## config.mk

```make
export PLATFORM = sky130hd
export DESIGN_NAME = seq_mult_param
export DESIGN_NICKNAME = d
export VERILOG_FILES = /design/src/rtl/seq_arith_pkg.sv /design/src/rtl/seq_mult_abs.sv /design/src/rtl/seq_mult_param.sv
export SDC_FILE = /design/constraint.sdc
export NUM_CORES = 1
export LEC_CHECK = 0
export CORE_ASPECT_RATIO = 0.7
export CORE_MARGIN = 2
export CORE_UTILIZATION = 60
export CTS_BUF_LIST = sky130_fd_sc_hd__clkbuf_16
export DETAILED_ROUTE_END_ITERATION = 10
export PLACE_DENSITY_LB_ADDON = 0.25
export SLEW_MARGIN = 20
export SYNTH_ARGS = -nofsm -noshare
export SYNTH_HDL_FRONTEND = slang
export SYNTH_SLANG_ARGS = --single-unit
```

## constraint.sdc

```tcl
create_clock -name clk -period 5.5 [get_ports clk]
set_input_delay 1.1 -clock clk [delete_from_list [all_inputs] [get_ports clk]]
set_output_delay 1.1 -clock clk [all_outputs]
set_load 0.02 [all_outputs]
```

## src/rtl/seq_arith_pkg.sv

```systemverilog
// Shared definitions for the sequential arithmetic blocks.
// Holds the control state encoding and the iteration counter width helper.
// No logic of its own; imported by the multiplier and its sub-modules.
package seq_arith_pkg;

    typedef enum logic [1:0] {
        IDLE = 2'd0,
        RUN  = 2'd1,
        FIX  = 2'd2
    } state_t;

    // Counter must be able to hold the value WIDTH itself.
    function automatic int cnt_width(input int w);
        return $clog2(w + 1);
    endfunction

endpackage

```

## src/rtl/seq_mult_abs.sv

```systemverilog
// Operand magnitude: two's complement absolute value in signed mode, pass-through otherwise.
// Latency: combinational.
// Backpressure: none; pure function of its inputs.
module seq_mult_abs #(
    parameter int WIDTH = 6
) (
    input  logic [WIDTH-1:0] value,
    input  logic             signed_mode,
    output logic [WIDTH-1:0] magnitude
);

    // The most negative value negates to 2^(WIDTH-1), which still fits unsigned.
    assign magnitude = (signed_mode && value[WIDTH-1]) ? -value : value;

endmodule

```

## src/rtl/seq_mult_param.sv

```systemverilog
// Shift-add sequential multiplier, signed or unsigned per operation, optional early exit.
// Latency: done pulses WIDTH+2 edges after the accepting edge counting it (fewer with EARLY_EXIT).
// Backpressure: start is only accepted in IDLE; requests while busy are dropped, abort cancels.
module seq_mult_param #(
    parameter int WIDTH      = 6,
    parameter bit EARLY_EXIT = 1'b0
) (
    input  logic               clk,
    input  logic               rst,
    input  logic               start,
    input  logic               signed_mode,
    input  logic [WIDTH-1:0]   a,
    input  logic [WIDTH-1:0]   b,
    input  logic               abort,
    output logic               busy,
    output logic               done,
    output logic [2*WIDTH-1:0] product
);
    import seq_arith_pkg::*;

    localparam int PW = 2 * WIDTH;
    localparam int CW = cnt_width(WIDTH);

    state_t           state;
    state_t           state_nxt;
    logic [PW-1:0]    mcand;
    logic [PW-1:0]    acc;
    logic [WIDTH-1:0] mplier;
    logic [WIDTH-1:0] mag_a;
    logic [WIDTH-1:0] mag_b;
    logic [CW-1:0]    cnt;
    logic             neg;
    logic             accept;
    logic             last_iter;

    seq_mult_abs #(.WIDTH(WIDTH)) u_abs_a (
        .value       (a),
        .signed_mode (signed_mode),
        .magnitude   (mag_a)
    );

    seq_mult_abs #(.WIDTH(WIDTH)) u_abs_b (
        .value       (b),
        .signed_mode (signed_mode),
        .magnitude   (mag_b)
    );

    // Early exit looks at the multiplier as it will be after this edge's shift.
    assign last_iter = (cnt == CW'(WIDTH - 1)) ||
                       (EARLY_EXIT && (mplier[WIDTH-1:1] == '0));

    assign busy = (state != IDLE);

    always_ff @(posedge clk or negedge rst) begin
        if (!rst) begin
            state <= IDLE;
        end else begin
            state <= state_nxt;
        end
    end

    always_comb begin
        state_nxt = state;
        accept    = 1'b0;
        case (state)
            RUN: begin
                if (abort) begin
                    state_nxt = IDLE;
                end else if (last_iter) begin
                    state_nxt = FIX;
                end
            end
            FIX: begin
                state_nxt = IDLE;
            end
            default: begin
                if (start && !abort) begin
                    accept    = 1'b1;
                    state_nxt = RUN;
                end
            end
        endcase
    end

    always_ff @(posedge clk or negedge rst) begin
        if (!rst) begin
            mcand   <= '0;
            acc     <= '0;
            mplier  <= '0;
            cnt     <= '0;
            neg     <= 1'b0;
            done    <= 1'b0;
            product <= '0;
        end else begin
            done <= 1'b0;
            case (state)
                RUN: begin
                    if (!abort) begin
                        if (mplier[0]) begin
                            acc <= acc + mcand;
                        end
                        mcand  <= mcand << 1;
                        mplier <= mplier >> 1;
                        cnt    <= cnt + CW'(1);
                    end
                end
                FIX: begin
                    // Abort takes priority: the previous product is kept.
                    if (!abort) begin
                        product <= neg ? -acc : acc;
                        done    <= 1'b1;
                    end
                end
                default: begin
                    if (accept) begin
                        neg    <= signed_mode & (a[WIDTH-1] ^ b[WIDTH-1]);
                        mcand  <= {{WIDTH{1'b0}}, mag_a};
                        mplier <= mag_b;
                        acc    <= '0;
                        cnt    <= '0;
                    end
                end
            endcase
        end
    end

endmodule

```

Yosys cells after proc, flatten, opt, wreduce, memory -nomap -nowiden
Index checks and enable logic that the tools add are counted.
W data, S select, Z words.
{"block": "word_totals", "reg_bits": 49, "word_cells": 61, "out_inout_bits": 14, "in_bits": 17}
{"block": "op_classes", "add_sub_neg": 5, "reduce_logical": 13, "mux": 24, "n_eq_ne": 6, "bitwise": 5}
{"op": "$mux W12", "n": 6}
{"op": "$pmux W12 S2", "n": 2}
{"op": "$mux W6", "n": 4}
{"op": "$add A12 B12 Y12", "n": 1}
{"op": "$neg A12 Y12", "n": 1}
{"op": "$neg A6 Y6", "n": 2}
{"op": "$pmux W6 S2", "n": 1}
{"op": "$mux W2", "n": 3}
{"op": "$mux W3", "n": 2}
{"op": "$pmux W3 S2", "n": 1}
{"op": "$reduce_and A2 Y1", "n": 3}
{"op": "$mux W1", "n": 4}
{"op": "$ne A2 B2 Y1 const B", "n": 2}
{"op": "$pmux W2 S2", "n": 1}
{"op": "$reduce_and A4 Y1", "n": 1}
{"op": "$reduce_bool A2 Y1", "n": 2}
{"op": "$add A3 B1 Y3 const B", "n": 1}
{"op": "$eq A3 B3 Y1 const B", "n": 1}
{"op": "$logic_and A1 B1 Y1", "n": 3}
{"op": "$ne A3 B3 Y1 const B", "n": 1}
{"op": "$not A1 Y1", "n": 3}
{"op": "$reduce_and A3 Y1", "n": 1}
{"op": "$reduce_bool A3 Y1", "n": 1}
{"op": "$eq A2 B1 Y1 const B", "n": 1}
{"op": "5 further kinds", "n": 5}

Longest topological paths before layout
{"block": "logic_depth", "ltp_word": 6, "depth_mapped": 9}

By module
A second synthesis with hierarchy kept.
{"block": "hier_totals", "cells_unflattened": 322, "area_unflattened_um2": 3019.1}
{"mod": "seq_mult_param", "cells_each": 286, "n_inst": 1, "area_each_um2": 2718.9, "seq_area_each_um2": 1226.2}
{"mod": "seq_mult_abs", "cells_each": 18, "n_inst": 2, "area_each_um2": 150.1, "seq_area_each_um2": 0.0}

Least setup slack after synthesis
OpenSTA, ideal clock, no wires.
{"block": "synth_timing", "path_kind": "reg-to-reg", "from": "register mcand[0]", "to": "register acc[10]", "t_arrival_ns": 2.147, "setup_slack_ns": 3.232, "path_buffers": 0, "required_time_ns": 5.379, "stages_incl_launch_ff": 10, "setup_time_ns": 0.121, "path_cell_list": "dfrtp_1 -> ha_1 -> fa_1 -> a21oi_1 -> nor2b_1 -> a31o_2 -> a221o_1 -> a21oi_2 -> xnor2_1 -> a22o_1"}
{"block": "synth_between", "elab_chain_len": 4}
{"item": "from (decl)", "line": "seq_mult_param.sv:26", "source": "logic [PW-1:0] mcand;"}
{"item": "from (signal assigned)", "line": "seq_mult_param.sv:102", "source": "mcand <= mcand << 1;"}
{"item": "from (signal assigned)", "line": "seq_mult_param.sv:117", "source": "mcand <= {{WIDTH{1'b0}}, mag_a};"}
{"item": "$add A12 B12 Y12", "line": "seq_mult_param.sv:100", "source": "acc <= acc + mcand;"}
{"item": "$mux W12", "line": "seq_mult_param.sv:99", "source": "if (mplier[0]) begin"}
{"item": "$mux W12", "line": "seq_mult_param.sv:98", "source": "if (!abort) begin"}
{"item": "$pmux W12 S2", "line": "seq_mult_param.sv:96", "source": "case (state)"}
{"item": "to (signal assigned)", "line": "seq_mult_param.sv:100"}
{"item": "to (decl)", "line": "seq_mult_param.sv:27", "source": "logic [PW-1:0] acc;"}
Every way passes these cells. The select of a mux whose other input is x is not followed.
A chain may end at the register's enable or synchronous reset.

Worst setup path after layout
{"block": "layout_timing", "from": "input abort", "to": "register acc[11]"}
{"block": "layout_between", "elab_chain_len": 6, "word_cells_on_any_way": 7}
{"item": "from (decl)", "line": "seq_mult_param.sv:14", "source": "input logic abort,"}
{"item": "$logic_not A1 Y1"}
{"item": "$logic_and A1 B1 Y1", "line": "seq_mult_param.sv:77", "source": "if (start && !abort) begin"}
{"item": "$mux W1", "line": "seq_mult_param.sv:77"}
{"item": "$mux W1", "line": "seq_mult_param.sv:65", "source": "case (state)"}
{"item": "$reduce_bool A2 Y1 (no line)"}
{"item": "$reduce_and A4 Y1 (no line) *"}
Every way passes the cells marked *; elsewhere a longest branch is shown, timed or not.

==> impl_metrics.tcl <==
set metrics [dict create \
    cp-startpoint "abort" \
    synth_top_area_cell "dfrtp_1" \
    cts_hold_buf 0 \
    cts_inserted_buffers 5 \
    cts_resized 0 \
    grt_pass1_vias 2116 \
    critPathArrivalTime_ns 3.00 \
    finalSetupViolCount 0 \
    nNetsFinal 386 \
    synthTopCellsByArea "dfrtp_1, ha_1, nand2_1" \
    grt_pass1_wl_mm 9.67 \
    diodes 0 \
    dpl.hpwl_mm 4.25 \
    grt_max_degree 50 \
    finalHoldViolations 0 \
    synth_edf_count 0 \
    final_cells 407 \
    hold_ws_ns 0.478 \
    via_per_inst 5.65 \
    rr_worst_depth 8 \
    drc_errors 0 \
    core_mm2 0.00470 \
    rrSetupSlack_ns 2.99 \
    tns_ns 0 \
    ys_warn_count 0 \
    hold_class "flop to flop" \
    dp_cells 399 \
    core.rowCount 21 \
    start_util_pct 61.1 \
    reg2reg_to "acc[11]$_DFFE_PN0P_" \
    path_max_fanout 13 \
    ir_drop_uv 265 \
    synth_cells 323 \
    slew_viol_final 0 \
    area_growth_pct 17.5 \
    leakage_nw 1.64 \
    rsz0062_at_grt "no" \
    firstDrtPassIters 4 \
    synth.distinct_cells 39 \
    required_ns 5.66 \
    cts_sinks 49 \
    wirelength_mm 5.74 \
    cts_tree "yes" \
    p_total_mw 1.82 \
    slew_headroom_pct 45.5 \
    utilization_pct 71.8 \
    crit_type "primary input to flop" \
    cp-start-kind "primary input" \
    r2r_start "acc[4]$_DFFE_PN0P_" \
    max_cap_violations 0 \
    fin_skew_ns 0.00520 \
    clk_path_buf_depth 2 \
    crit_path_end_kind "flop" \
    cts_setup_buffers 0 \
    synthArstFlopShare_pct 100 \
    fin_crit_sh_pct 51.6 \
    num_vias 2300 \
    syn_area_mm2 0.00287 \
    critPathCapture "acc[11]$_DFFE_PN0P_" \
    synth_fp_nets 360 \
    syn_area_per_cell_um2 8.89 \
    synth_most_common_cell "nand2_1" \
    ant_nets 0 \
    initialDrtViolationCount 138 \
    ys_ff_latch 49 \
    status "completed" \
    hold_depth 2 \
    fmax_mhz 352 \
    antenna_found_initial 0 \
    clk_latency_ns 0.29 \
    grt_overflow 0 \
    post_drt_wl_per_cell_um 14.1 \
    io_buffers 30 \
    die_y_um 61.9 \
    worst_pin_slew_ns 0.814 \
    ys.flop_type "dfrtp_1" \
    ios 31 \
    synth_top_area_share_pct 42.7 \
    gp_congestion 0.866 \
    die_x_um 86.7 \
    htree_levels 2 \
    drive_gt1_share_pct 3.71 \
    cts_root_buffer "clkbuf_16" \
    ys_seq_area_share_pct 42.7 \
    path_clk_slew_ns 0.07 \
    powerDensity_mw_per_mm2 540 \
    min_period_ns 2.84 \
    die-area_mm2 0.00537 \
    track_usage_pct 23.2 \
    synthTopCellsByCount "nand2_1, dfrtp_1, o21ai_0" \
]
critical path, cell delays in order:
cell,delay (ns)
clkdlybuf4s50_1,0.43
nor2_1,0.65
nand2_1,0.46
a21oi_1,0.25
o22ai_1,0.11
through the flow:
stage	instance area, um2	setup WS, ns
after CTS	3370	2.67
after detailed placement	3210	2.40
after global placement	3210	2.46
after global routing	3380	2.52
after floorplan	2870	3.23
final	3380	2.66
power breakdown:
group,internal [mW],switching (mW)
logic,0.373,0.461
clock network,0.214,0.131
registers,0.502,0.143
logic make-up after synthesis:
logic type,count (synthesis),synth area share (%)
multiplexers,4,1.39
buffers and inverters,27,3.53
AO/OA/AOI/OAI,96,20.4
XOR/XNOR,24,7.32
adder cells (fa/ha/maj),20,8.97
flip-flops,49,42.7
AND/OR/NAND/NOR,103,15.7
final cells by class:
class                   count  area (um2)
well taps                  57        71.3
inverters                  14        52.6
clock inverters             3        42.5
multi-input cells         247        1550
flip-flops and latches     49        1230
fillers                   351        1330
clock buffers               5         125
repair buffers             32         313
flip-flops by register name, summed over array words and instances (netlist names):
register and cells:
mcand 12, state 2, mplier 6, acc 12, done 1, cnt 3, neg 1, product 12
metal layers:
metal	track usage, %	vias to the layer above	wire (um)
met5	0	-	0
met3	4.36	5	199
li1	-	1191	-
met4	4.69	0	34
met1	33.0	1072	3000
met2	38.1	32	2510
worst min path at each step:
stage	from	end	slack, ns
after floorplan	mplier[1]$_DFFE_PN0P_	mplier[1]$_DFFE_PN0P_	0.45
after global placement	product[6]$_DFFE_PN0P_	product[6]$_DFFE_PN0P_	0.46
after detailed placement	product[2]$_DFFE_PN0P_	product[2]$_DFFE_PN0P_	0.47
after CTS	product[2]$_DFFE_PN0P_	product[2]$_DFFE_PN0P_	0.49
after global routing	product[0]$_DFFE_PN0P_	product[0]$_DFFE_PN0P_	0.51
final	product[0]$_DFFE_PN0P_	product[0]$_DFFE_PN0P_	0.48
cells in the final DEF (no fill, tap or decap), types with 2 or more instances in the layout:
master	synthesis	routed
dfrtp_1	49	49
clkbuf_16	0	5
a22o_1	11	11
nor3_1	2	2
nand3_1	11	11
nand3b_1	2	2
a31oi_1	2	2
inv_1	14	15
nand2_1	60	60
mux2i_1	4	4
a21o_1	4	4
clkdlybuf4s50_1	0	29
a21oi_1	23	23
nor2_1	13	13
ha_1	19	19
nor2b_1	3	3
o31ai_1	3	3
xnor2_1	12	12
nand4_1	2	2
buf_4	0	3
xor2_1	12	12
or3_1	5	5
and3_1	2	2
o21ai_0	41	40
(Power assumes the default switching activity.)
